[config.mk]
export PLATFORM = sky130hd
export DESIGN_NAME = dlx_step_sequencer
export DESIGN_NICKNAME = d
export VERILOG_FILES = /design/src/rtl/dlx_step_sequencer.sv
export SDC_FILE = /design/constraint.sdc
export NUM_CORES = 1
export LEC_CHECK = 0
export BUFFER_PORTS_ARGS = -buffer_cell sky130_fd_sc_hd__buf_2
export CAP_MARGIN = 0
export CORE_UTILIZATION = 28
export DETAILED_ROUTE_END_ITERATION = 10
export GPL_TIMING_DRIVEN = 0
export PLACE_DENSITY_LB_ADDON = 0.3
export REMOVE_ABC_BUFFERS = 1
export SLEW_MARGIN = 25
export SYNTH_ARGS = -nofsm -noshare
export SYNTH_HDL_FRONTEND = slang
export SYNTH_SLANG_ARGS = --single-unit
[constraint.sdc]
create_clock -name CLK -period 4.54 [get_ports CLK]
set_input_delay 0.454 -clock CLK [delete_from_list [all_inputs] [get_ports CLK]]
set_output_delay 0.454 -clock CLK [all_outputs]
set_load 0.03 [all_outputs]
[src/rtl/dlx_step_sequencer.sv]
// Burst step sequencer: issues `count` word-step requests from `base_addr` upward,
// one valid/ack handshake per element, trapping address wrap before it happens.
module dlx_step_sequencer #(
  parameter int AW  = 32,
  parameter int CW  = 16,
  parameter int GAP = 0
) (
  input  logic          CLK,
  input  logic          RESET,
  input  logic          start,
  input  logic          abort,
  input  logic [AW-1:0] base_addr,
  input  logic [CW-1:0] count,
  input  logic          step_ack,
  output logic          step_valid,
  output logic [AW-1:0] step_addr,
  output logic          busy,
  output logic          done,
  output logic          wrap_err,
  output logic [2:0]    o_state
);

  // Handshake: a step transfers on a rising edge where step_valid and step_ack
  // are both high; step_valid/step_addr stay stable until then, and step_ack
  // while step_valid is low has no effect.
  typedef enum logic [2:0] {
    S_IDLE  = 3'd0,
    S_ISSUE = 3'd1,
    S_GAPW  = 3'd2,
    S_DONE  = 3'd3,
    S_ERR   = 3'd4
  } state_t;

  localparam logic [3:0] GAP_LAST = (GAP == 0) ? 4'd0 : 4'(GAP - 1);

  state_t        r_state;
  state_t        w_next;
  logic [AW-1:0] r_addr;
  logic [CW-1:0] r_rem;
  logic [3:0]    r_gap;
  logic          w_addr_max;
  logic          w_last;
  logic          w_advance;

  assign w_addr_max = &r_addr;
  assign w_last     = (r_rem == CW'(1));
  // A counted step: acked, not aborted, and neither the final step nor a wrap trap.
  assign w_advance  = step_ack && !abort && !w_last && !w_addr_max;

  always_ff @(posedge CLK) begin
    if (RESET) r_state <= S_IDLE;
    else       r_state <= w_next;
  end

  always_comb begin
    w_next = r_state;
    case (r_state)
      S_IDLE: begin
        if (start && !abort) w_next = (count == '0) ? S_DONE : S_ISSUE;
      end
      S_ISSUE: begin
        if (abort)             w_next = S_IDLE;
        else if (step_ack) begin
          if (w_last)          w_next = S_DONE;
          else if (w_addr_max) w_next = S_ERR;
          else if (GAP > 0)    w_next = S_GAPW;
          else                 w_next = S_ISSUE;
        end
      end
      S_GAPW: begin
        if (abort)                  w_next = S_IDLE;
        else if (r_gap == GAP_LAST) w_next = S_ISSUE;
      end
      S_DONE:  w_next = S_IDLE;
      S_ERR: begin
        if (abort) w_next = S_IDLE;
      end
      default: w_next = S_IDLE;
    endcase
  end

  always_ff @(posedge CLK) begin
    if (RESET) begin
      r_addr <= '0;
      r_rem  <= '0;
      r_gap  <= '0;
    end else begin
      case (r_state)
        S_IDLE: begin
          if (start && !abort && count != '0) begin
            r_addr <= base_addr;
            r_rem  <= count;
          end
        end
        S_ISSUE: begin
          if (w_advance) begin
            r_addr <= r_addr + AW'(1);
            r_rem  <= r_rem - CW'(1);
            r_gap  <= '0;
          end
        end
        S_GAPW: begin
          if (!abort) r_gap <= r_gap + 4'd1;
        end
        default: ;
      endcase
    end
  end

  assign step_valid = (r_state == S_ISSUE);
  assign step_addr  = r_addr;
  assign busy       = (r_state != S_IDLE);
  assign done       = (r_state == S_DONE);
  assign wrap_err   = (r_state == S_ERR);
  assign o_state    = r_state;

endmodule

==> results.py, run 1 <==
metrics = {
    "setup_path": {
        "crit_fanout": 71,
        "arrival_ps": 3700,
        "reg2reg_setup_slack_ps": 1030,
        "crit_type": "reg -> reg",
        "reg2reg_to": "step_addr[21]",
        "r2r-start": "o_state[2]",
        "start_kind": "flip-flop",
        "reg2reg_depth": 8,
        "end_kind": "flip-flop",
        "cp_data_required_time_ps": 4730,
    },
    "pwr": {
        "vdd_drop_max_uv": 133,
        "pwr-share-clk_pct": 27.9,
        "p_leak_nw": 1.71,
        "swShare_pct": 38.0,
        "comb_power_share_pct": 31.2,
        "power.internal_w": 0.000897,
        "switchingPower_w": 0.000550,
        "power_frac_seq_pct": 40.9,
        "power_density_mw_per_mm2": 329,
    },
    "yosys": {
        "seq_area_frac_synth_pct": 29.7,
        "synth_top_area_cell": "dfxtp_1",
        "ys_warn_count": 0,
        "synth.distinct_cells": 65,
        "synthCells": 493,
        "synth_edf_count": 0,
        "async_reset_ff_share_pct": 0,
        "synth_area_mm2": 0.00371,
        "ys_ff_latch": 55,
        "synth.top_cell.area_share_pct": 29.7,
        "ys_top_cells_by_area": "dfxtp_1, a21oi_1, nand2_1, nor3_1, nor2_1",
        "synth_ff_type": "dfxtp_1",
        "syn_area_per_cell_um2": 7.52,
    },
    "sta": {
        "final-max-slew-violation-count": 0,
        "fin_crit_sh_pct": 77.3,
        "finClkSkew_ps": 4.34,
        "rsz0062_at_grt": "false",
        "setup_slack_ps": 1030,
        "fmax_mhz": 285,
        "finalSetupViolCount": 0,
        "tightestPinTransition_ps": 995,
        "fin_crit_ps": 3510,
        "holdWs_ps": 447,
        "hold_viol_final": 0,
        "relSlewSlack_pct": 33.3,
    },
    "drt": {
        "dr.pass1.iters": 5,
        "wl_per_cell_um": 16.5,
        "topRoutingLayerUsed": "met4",
        "wl_met2_mm": 5.52,
        "wl_mm": 12.0,
        "vias": 4093,
        "routed_via_density": 5.64,
        "postRouteAntennaNets": 0,
        "wl_met1_mm": 5.60,
        "drc": 0,
        "wl_met3_um": 715,
        "drt_iter0_markers": 193,
    },
    "global_routing": {
        "grt.total_usage_pct": 17.5,
        "antenna_found_initial": 0,
        "grt_overflow": 0,
        "grt_pass1_wl_mm": 18.8,
        "grt_pass1_vias": 3693,
        "grt_max_degree": 72,
    },
    "final_layout": {
        "fillers": 1377,
        "synthToLayoutAreaGrowth_pct": 18.6,
        "final_common_cell": "buf_2",
        "nNetsFinal": 612,
        "num_antenna_cells": 0,
        "final_util_pct": 34.4,
        "drive_above_1_share_pct": 22.6,
        "multi_input_area_mm2": 0.00241,
        "ff_latch_area_mm2": 0.00110,
        "final_cell_mix": "buf_2, nand2_1, a21oi_1",
    },
    "flow_run": {
        "maxCapViolations": 0,
    },
    "placement": {
        "io_buffers": 91,
        "place_ws_ps": 958,
        "gp_congestion": 0.816,
        "hpwl_mm": 8.07,
    },
    "die": {
        "die_h_um": 117,
        "num_rows": 41,
        "io_pins": 92,
        "start_util_pct": 29.0,
        "die_area_mm2": 0.0137,
        "die_w_um": 117,
        "coreArea_mm2": 0.0128,
    },
    "clock_network": {
        "clk_path_buf_depth": 2,
        "postCtsSetupRepairBufs": 0,
        "hold_buffers": 0,
        "cts-root-buf": "clkbuf_16",
        "clock_latency_ps": 300,
        "clock-sinks": 55,
        "cts_tree": "built",
        "cts_resized": 0,
        "cts_buffers": 5,
        "htree_levels": 2,
        "clk_pin_slew_worst_paths_ps": 70,
    },
    "run_status": {
        "outcome": "finished clean",
    },
    "hold_path": {
        "hold_end": "step_addr[1]",
        "hold_path_depth": 3,
        "worstHoldStart": "base_addr[1]",
        "worstHoldPathType": "in -> reg",
    },
}
## per-layer routing
metal / global-route usage (%) / vias up
li1: - / 1995
met1: 23.5 / 1944
met2: 29.3 / 145
met3: 2.78 / 9
met4: 4.30 / 0
met5: 0 / -
## state kept, by name (all words and copies together), names as in the netlist
register   cells
step_addr     32
r_rem         16
r_gap          4
o_state        3
## per-stage QoR
| stage | cell area, µm² | TNS, ps | total power [W] | std cells |
|---|---|---|---|---|
| final | 4400 | 0 | 0.00145 | 726 |
| after global routing | 4400 | 0 | 0.00153 | 726 |
| after CTS | 4400 | 0 | 0.00145 | 726 |
| after detailed placement | 4250 | 0 | 0.00105 | 719 |
| after global placement | 4210 | -123880 | 0.00104 | 718 |
| after floorplan | 3540 | -25880 | 0.000896 | 455 |
## logic make-up (layout without fill, tap and decap cells)
group / after synthesis / after routing / share of synthesized area [%]
buf+inv: 49 / 110 / 5.70
compound gates: 166 / 166 / 30.3
fa+ha+maj: 5 / 5 / 1.69
simple gates: 214 / 214 / 31.6
mux: 2 / 2 / 0.540
xor+xnor: 2 / 2 / 0.473
flops: 55 / 55 / 29.7
## power groups by stage
stage	Sequential [W]	Clock [W]	Combinational, W
after floorplan	0.000644	0	0.000252
after global placement	0.000599	0	0.000443
after detailed placement	0.000602	0	0.000449
after CTS	0.000591	0.000413	0.000450
after global routing	0.000601	0.000432	0.000498
final	0.000593	0.000404	0.000451
## worst max-delay path by stage
| stage | slack [ps] | startpoint | end |
|---|---|---|---|
| 2_1_floorplan | -650 | o_state[1] | step_addr[29] |
| 3_3_place_gp | -2660 | o_state[1] | step_addr[21] |
| 3_5_place_dp | 960 | o_state[1] | step_addr[0] |
| 4_1_cts | 940 | o_state[1] | step_addr[0] |
| 5_1_grt | 770 | o_state[1] | step_addr[21] |
| 6_report | 1030 | o_state[2] | step_addr[21] |
## cell usage after synthesis, drive strengths merged, types with 5 or more instances
cell	number
nand2	67
a21oi	59
dfxtp	55
nor2	32
o21ai	30
nor3	26
clkbuf	25
nand3	21
buf	13
nor4	13
o32ai	13
nand4	12
inv	10
a31o	8
o31ai	8
o31a	7
and3	6
o211ai	6
or4	6
and2	5
and4	5
ha	5
or3	5
## final cells by class
class	count	share of cell area [%]
clock buffer	6	3.16
sequential	55	25.0
tap	172	4.89
clock inverter	1	0.114
timing repair buffer	92	11.0
multi-input combinational	389	54.8
inverter	11	0.939
## critical path, stage by stage (launching register included)
cell and delay (ps):
dfxtp_1 380, nor2_1 270, nand2_4 290, buf_16 320, inv_2 600, nand4_1 290, nand3_4 660, nor2_1 200
a221o_1 360
(Power assumes the default switching activity.)
==> run 2: changes to the inputs <==
clock period = 3.7 ns   (was 4.54 ns; I/O delays follow)
==> run 2 against run 1 <==
Net effect: sequential share of layout area stayed put; via count is 1.1% lower; critical path depth is the same; power increased by 22%; maximum frequency is 0.79% higher; wire length barely moved; first-iteration DRC count is 24% higher; non-clock buffer count is the same; global-route usage is the same; worst hold slack got worse by 84 ps; cell area unchanged; highest routed layer unchanged.
==> results.py, run 2 (synthesized netlist as in run 1, its figures left out) <==
metrics = {
    "pwr": {
        "power.internal_w": 0.00110,
        "switchingPower_w": 0.000670,
        "swShare_pct": 37.8,
        "vdd_drop_max_uv": 163,
        "power_frac_seq_pct": 41.1,
        "pwr-share-clk_pct": 27.7,
        "comb_power_share_pct": 31.2,
        "power_density_mw_per_mm2": 403,
        "p_leak_nw": 1.71,
    },
    "clock_network": {
        "cts-root-buf": "clkbuf_16",
        "cts_buffers": 5,
        "cts_tree": "built",
        "clk_path_buf_depth": 2,
        "cts_resized": 0,
        "postCtsSetupRepairBufs": 0,
        "clock-sinks": 55,
        "clk_pin_slew_worst_paths_ps": 70,
        "htree_levels": 2,
        "clock_latency_ps": 300,
        "hold_buffers": 0,
    },
    "final_layout": {
        "final_common_cell": "buf_2",
        "num_antenna_cells": 0,
        "final_util_pct": 34.4,
        "largest_reg_flops": 32,
        "synthToLayoutAreaGrowth_pct": 18.6,
        "final_cell_mix": "buf_2, nand2_1, a21oi_1",
        "nNetsFinal": 612,
        "drive_above_1_share_pct": 22.6,
    },
    "global_routing": {
        "grt_pass1_vias": 3693,
        "grt_overflow": 0,
        "antenna_found_initial": 0,
        "grt.total_usage_pct": 17.5,
        "grt_max_degree": 72,
        "grt_pass1_wl_mm": 18.8,
    },
    "placement": {
        "hpwl_mm": 8.07,
        "io_buffers": 91,
        "gp_congestion": 0.816,
        "place_ws_ps": 118,
    },
    "setup_path": {
        "crit_fanout": 71,
        "crit_start": "o_state[2]",
        "start_kind": "flip-flop",
        "crit_path_frequent_cell": "nor2_1",
        "critical_path.max_stage_delay_ps": 650,
        "arrival_ps": 3670,
        "r2r-start": "o_state[2]",
        "cp_top_family": "simple AND/OR/NAND/NOR gates",
        "end_kind": "flip-flop",
        "critical_path.cell_chain": "nor2_1 -> nand2_4 -> buf_16 -> inv_2 -> nand4_1 -> nand3_4 -> nor2_1 -> a221o_1",
        "critPathBufInv": 2,
        "slowest_stage": "nand3_4",
        "crit_type": "reg -> reg",
        "cp_data_required_time_ps": 3890,
    },
    "drt": {
        "vias": 4048,
        "drt_iter0_markers": 239,
        "wl_per_cell_um": 16.5,
        "drc": 0,
        "routed_via_density": 5.58,
        "postRouteAntennaNets": 0,
        "dr.pass1.iters": 7,
        "wl_mm": 12.0,
    },
    "hold_path": {
        "worstHoldPathType": "in -> reg",
        "worstHoldStart": "base_addr[1]",
    },
    "die": {
        "num_rows": 41,
        "die_h_um": 117,
        "coreArea_mm2": 0.0128,
        "io_pins": 92,
        "die_w_um": 117,
        "start_util_pct": 29.0,
        "die_area_mm2": 0.0137,
    },
    "sta": {
        "tightestPinTransition_ps": 997,
        "holdWs_ps": 363,
        "fin_crit_ps": 3480,
        "rsz0062_at_grt": "true",
        "fmax_mhz": 287,
        "fin_crit_sh_pct": 94.2,
        "hold_viol_final": 0,
        "setup_slack_ps": 216,
        "relSlewSlack_pct": 33.1,
        "finClkSkew_ps": 4.40,
        "final-max-slew-violation-count": 0,
        "finalSetupViolCount": 0,
    },
    "flow_run": {
        "maxCapViolations": 0,
    },
    "run_status": {
        "outcome": "finished clean",
    },
}
-- run 2: cell counts in the layout (fill, tap and decap cells not counted) --
Identical to the previous run, type by type.
-- run 2: metrics by stage --
stage | std cells | total power (W) | instance area (µm²) | setup TNS, ps
after CTS | 726 | 0.00178 | 4400 | 0
after detailed placement | 719 | 0.00129 | 4250 | 0
after global routing | 726 | 0.00188 | 4400 | -69.1
after global placement | 718 | 0.00128 | 4210 | -168430
final | 726 | 0.00177 | 4400 | 0
after floorplan | 455 | 0.00110 | 3540 | -68460
-- run 2: area by class of cell --
cell class	count	area (µm²)
fill	1377	8380
tap	172	215
timing repair buffer	92	485
clock buffer	6	139
multi-input combinational	389	2410
inverter	11	41.3
clock inverter	1	5.00
sequential	55	1100
-- run 2: tightest hold or removal path: stages --
cell      delay, ps
buf_2            90
nand2_1          60
a311oi_2         90
-- run 2: path summary, 6_finish.rpt --
path | to | slack, ps | cells after the start
worst min register to register | r_rem[6] | 480 | 2
worst max-delay path | step_addr[21] | 220 | 8
worst max register to register | step_addr[21] | 220 | 8
worst min-delay path | step_addr[1] | 360 | 3
-- run 2: power groups by stage --
stage	clock network (W)	registers [W]	logic (W)
floorplan	0	0.000790	0.000309
global placement	0	0.000735	0.000543
detailed placement	0	0.000738	0.000550
CTS	0.000507	0.000725	0.000553
global route	0.000530	0.000737	0.000611
finish	0.000491	0.000728	0.000553
-- run 2: layer usage --
layer	vias to the layer above	track usage (%)	wire, µm
met2	109	29.3	5590
met3	9	2.78	635
li1	1988	-	-
met4	0	4.30	128
met1	1942	23.5	5620
met5	-	0	0
